===== config.mk =====
export PLATFORM = sky130hd
export DESIGN_NAME = fn_eval_stream_ctrl
export DESIGN_NICKNAME = d
export VERILOG_FILES = /design/src/rtl/fn_eval_stream_ctrl.sv
export SDC_FILE = /design/constraint.sdc
export NUM_CORES = 1
export LEC_CHECK = 0
export BUFFER_PORTS_ARGS = -buffer_cell sky130_fd_sc_hd__clkbuf_2
export CAP_MARGIN = 25
export CORE_MARGIN = 2
export CORE_UTILIZATION = 40
export DETAILED_ROUTE_END_ITERATION = 8
export GPL_ROUTABILITY_DRIVEN = 0
export PLACE_DENSITY = 0.6
export REMOVE_ABC_BUFFERS = 1
export SLEW_MARGIN = 15
export SYNTH_ARGS = -nofsm -noshare
export SYNTH_HDL_FRONTEND = slang
export SYNTH_SLANG_ARGS = --single-unit

===== constraint.sdc =====
create_clock -name clk -period 3.1 [get_ports clk]
set_input_delay 0.155 -clock clk [delete_from_list [all_inputs] [get_ports clk]]
set_output_delay 0.155 -clock clk [all_outputs]
set_load 0.02 [all_outputs]

===== src/rtl/fn_eval_stream_ctrl.sv =====
// Valid/ready wrapper around a fixed-latency, non-stallable float function pipeline.
// In-flight samples are tracked by a tag shift register, results land in a FWFT FIFO, and credits throttle intake.
module fn_eval_stream_ctrl #(
    parameter int unsigned WIDTH        = 32,
    parameter int unsigned PIPE_LATENCY = 16,
    parameter int unsigned FIFO_DEPTH   = 32,
    localparam int unsigned CW          = $clog2(FIFO_DEPTH + 1)
) (
    input  logic             clk,
    input  logic             reset,
    input  logic             in_valid,
    output logic             in_ready,
    input  logic [WIDTH-1:0] in_data,
    output logic [WIDTH-1:0] pipe_data,
    input  logic [WIDTH-1:0] pipe_result,
    output logic             out_valid,
    input  logic             out_ready,
    output logic [WIDTH-1:0] out_data,
    output logic [CW-1:0]    credits_used,
    output logic             busy,
    output logic             ovf_err
);

    localparam int unsigned PW = (FIFO_DEPTH > 1) ? $clog2(FIFO_DEPTH) : 1;

    logic [PIPE_LATENCY:0] tag;
    logic [CW-1:0]         credits;
    logic [CW-1:0]         count;
    logic [PW-1:0]         wr_ptr;
    logic [PW-1:0]         rd_ptr;
    logic [WIDTH-1:0]      mem [FIFO_DEPTH];
    logic                  accept;
    logic                  pop;
    logic                  fifo_full;
    logic                  wr_req;
    logic                  wr_en;

    // Handshake and FIFO write qualification, all from registered state.
    always_comb begin
        in_ready     = (credits < CW'(FIFO_DEPTH));
        out_valid    = (count != '0);
        out_data     = out_valid ? mem[rd_ptr] : '0;
        credits_used = credits;
        busy         = (credits != '0);
        accept       = in_valid & in_ready;
        pop          = out_valid & out_ready;
        fifo_full    = (count == CW'(FIFO_DEPTH));
        wr_req       = tag[PIPE_LATENCY];
        wr_en        = wr_req & ~fifo_full;
    end

    always_ff @(posedge clk) begin
        if (reset) begin
            tag       <= '0;
            pipe_data <= '0;
            credits   <= '0;
            count     <= '0;
            wr_ptr    <= '0;
            rd_ptr    <= '0;
            ovf_err   <= 1'b0;
        end else begin
            tag <= {tag[PIPE_LATENCY-1:0], accept};
            if (accept) begin
                pipe_data <= in_data;
            end
            if (wr_req & fifo_full) begin
                ovf_err <= 1'b1;
            end
            if (wr_en) begin
                wr_ptr <= wr_ptr + PW'(1);
            end
            if (pop) begin
                rd_ptr <= rd_ptr + PW'(1);
            end
            case ({wr_en, pop})
                2'b10:   count <= count + CW'(1);
                2'b01:   count <= count - CW'(1);
                default: count <= count;
            endcase
            case ({accept, pop})
                2'b10:   credits <= credits + CW'(1);
                2'b01:   credits <= credits - CW'(1);
                default: credits <= credits;
            endcase
        end
    end

    // Storage needs no reset; out_data is gated by out_valid.
    always_ff @(posedge clk) begin
        if (wr_en) begin
            mem[wr_ptr] <= pipe_result;
        end
    end

endmodule


==> results.md <==
| Parameter | Value |
| --- | --- |
| Pin slew with the least headroom to its limit | 1060 ps |
| Root cell of the clock tree | sky130_fd_sc_hd__clkbuf_16 |
| CP max stage delay | 510 ps |
| Max-cap violations | 0 |
| Fraction of final layout cells sized beyond drive strength 1 | 34.3% |
| Arrival time worst endpoint | 3000 ps |
| Most area-consuming cells after synthesis | sky130_fd_sc_hd__edfxtp_1 73%, sky130_fd_sc_hd__mux4_2 15%, sky130_fd_sc_hd__dfxtp_1 3.7%, sky130_fd_sc_hd__mux2i_1 0.88%, sky130_fd_sc_hd__nand2_1 0.71% |
| Final setup violation count | 13 |
| Via count of the first global-routing pass | 21.9k |
| Die outline area | 108000 µm² |
| Row cnt | 119 |
| Initial antenna violation count | 1 |
| Failing checks | negative setup slack |
| First-pass GRT wire length | 151000 µm |
| Portion of the post-synthesis area used by sequential elements | 76.6% |
| Fraction of synthesized cell area taken by the top area cell type | 72.9% |
| Nets | 2403 |
| Area of the core | 105000 µm² |
| Synth Instances | 1996 |
| Tcrit/Tclk final | 102% |
| Max Transition Viols Final | 0 |
| Maximum clock frequency | 317 MHz |
| Largest clock skew in the final design | 28.3 ps |
| Outcome | finished, violations left |
| Category of the critical setup timing path | flop to output pin |
| Hold Slack | 96.6 ps |
| Via count | 21.3k |
| Number of buffers created by CTS | 109 |
| Clock sink count | 1101 |
| Iteration-0 DRC count of the detailed router | 2152 |
| Fillers | 8436 |
| Routed vias/inst | 5.59 |
| Min-Delay Path Class | primary input to flop |
| CP Data Required Time | 2940 ps |
| Most instantiated flip-flop cell in the synthesis netlist | sky130_fd_sc_hd__edfxtp_1 |
| Capturing element type of the critical path | output pin |
| Synth-to-layout area growth | 20.1% |
| Largest net degree at the start of global routing | 74 |
| Average cell area after synthesis | 21.1 µm² |
| Die height | 329 µm |
| Tot Pwr | 37.1 mW |
| Number of endpoints with negative hold slack in the final report | 0 |
| Buffers added on ports | 141 |
| Pwr Density | 732 nW/µm² |
| Critical Path Start Type | flop |
| Htree depth | 3 |
| Wire length after detailed routing | 104000 µm |
| Relative max-transition margin | 29.5% |
| Starting density of the core | 40.2% |
| RSZ-0062 raised after global routing | yes |
| Max stage delay cell, worst path | sky130_fd_sc_hd__mux4_2 |
| Post-route DRC violation count | 0 |
| Per-cell routed wire length | 27.3 µm |
| Post-synth top area cell | sky130_fd_sc_hd__edfxtp_1 |
| Maximum count of clock buffers along a single path | 3 |
| Hpwl dp | 59100 µm |
| Crit-path cells | buf_8, buf_16, buf_12, buf_16, mux4_2, mux4_2, o21ai_2, nor3_2, buf_2 |
| Max rail drop VDD | 0.783 mV |
| Clock tree from TritonCTS | yes |
| Most instantiated cells after synthesis | 1024 x sky130_fd_sc_hd__edfxtp_1, 288 x sky130_fd_sc_hd__mux4_2, 80 x sky130_fd_sc_hd__nand2_1 |
| Grt ovf | 0 |
| Number of flip-flops and latches in the synthesized netlist | 1101 |
| CTS clk-pin slew, worst paths | 60 ps |
| Number of top-level pins | 142 |
| Number of nets with antenna violations after detailed routing | 0 |
| Layout Cells excl Fill | 3809 |
| Count of flip-flops with a built-in enable after synthesis | 1024 |
| Count of different cell masters after synthesis | 56 |
| Critical Path Fanout Max | 7 |
| Total placed cells including tap cells | 3524 |
| Clock latency on the worst-skew pair | 680 ps |
| Static Leakage | 15.8 nW |
| Netlist area before placement | 42200 µm² |
| Post-layout worst setup margin | -56.6 ps |
| Setup WS pre-CTS | 73.9 ps |
| Synthesis warning total | 0 |
| Final Critical Period | 3160 ps |
| Die width | 329 µm |
| Post-synth ARST share | 0% |
| Total global routing track utilization | 19.3% |
| Most instantiated library cell after synthesis | sky130_fd_sc_hd__edfxtp_1 |
| Detailed-router iteration count before antenna repair | 5 |
layout make-up:
type | count | area [µm²] | area share (%)
multi-input combinational | 765 | 9720 | 19.2
clock inverter | 53 | 444 | 0.877
timing repair buffer | 338 | 3370 | 6.65
sequential | 1101 | 32300 | 63.8
tap | 1391 | 1740 | 3.43
antenna | 1 | 2.50 | 0.00494
inverter | 11 | 41.3 | 0.0815
clock buffer | 149 | 3040 | 6.00
power breakdown:
| part | switching (mW) | internal (mW) | total, mW |
|---|---|---|---|
| clock | 5.47 | 7.43 | 12.9 |
| combinational | 3.86 | 3.81 | 7.67 |
| sequential | 0.179 | 16.3 | 16.5 |
sequential cells by signal, summed over array words and instances, names as in the netlist, named ones only:
name          cells
rd_ptr            5
wr_ptr            5
credits_used      6
pipe_data        32
mem            1024
ovf_err           1
tag              17
count             6
routing by layer:
metal / share of wire [%] / wire length, µm / global-route usage, %
met5: 0.011 / 11 / 0
met4: 2.1 / 2230 / 5.40
met3: 7.0 / 7250 / 3.94
met2: 49 / 50700 / 30.9
met1: 42 / 43900 / 27.0
stage by stage:
step                setup TNS (ps)  area (µm²)  util [%]
global placement                 0       45600      43.4
CTS                          -1980       50200      47.9
finish                        -386       50700      48.3
detailed placement               0       45700      43.5
floorplan                  -298630       41600         -
global route                 -2350       50700      48.3
kinds of logic after synthesis:
family                     synth area share, %
DFF                                       76.6
muxes                                     16.3
buffers and inverters                     1.44
and+or+nand+nor                           3.27
xor gates and xnor gates                 0.291
adders and majority gates                0.267
AOI/OAI and AO/OA                         1.89
repair_timing:
item                                   4_1_cts  5_1_grt
endpoints found under the hold margin       35        0
hold buffers                                34        0
pin swaps                                    3        9
resized for setup                           74       78
buffers inserted                            27        8
setup endpoints to repair                   32       32
gates cloned                                 7        4
layout by cell type (no fill, tap or decap), drive strengths merged, types with 2 or more instances in the layout:
cell and n:
a211oi 2, a21oi 40, a31oi 2, a32o 2, and3 3, and3b 3
buf 185, bufinv 7, clkbuf 268, clkinv 41, dfxtp 77, dlygate4sd3 34
edfxtp 1024, ha 9, inv 15, mux2i 37, mux4 288, nand2 81
nand3 37, nand3b 5, nand4 5, nor2 64, nor2b 22, nor3 39
nor4 4, nor4b 4, o211ai 3, o21ai 36, o221a 2, o22ai 34
or3 4, or3b 4, or4 5, xnor2 4, xor2 10
critical path: cells and delay by family, from the launching register on:
kind	cells	cell delay, ps
muxes	2	980
AOI/OAI and AO/OA	1	180
and+or+nand+nor	1	50
buffers and inverters	5	700
DFF	1	400
final timing paths:
| path | startpoint | to | slack, ps | depth (start not counted) |
|---|---|---|---|---|
| worst max-delay path | flop | out_data[30] | -60 | 9 |
| worst min-delay path | pipe_result[3] | mem[6][3]$_DFFE_PP_ | 100 | 1 |
| worst max register to register | count[1]$_SDFFE_PP0P_ | credits_used[4]$_SDFFE_PP0P_ | 200 | 11 |
| worst min register to register | tag[9]$_SDFF_PP0_ | tag[10]$_SDFF_PP0_ | 440 | 1 |
Note: power is estimated with default switching activity, not from simulation.
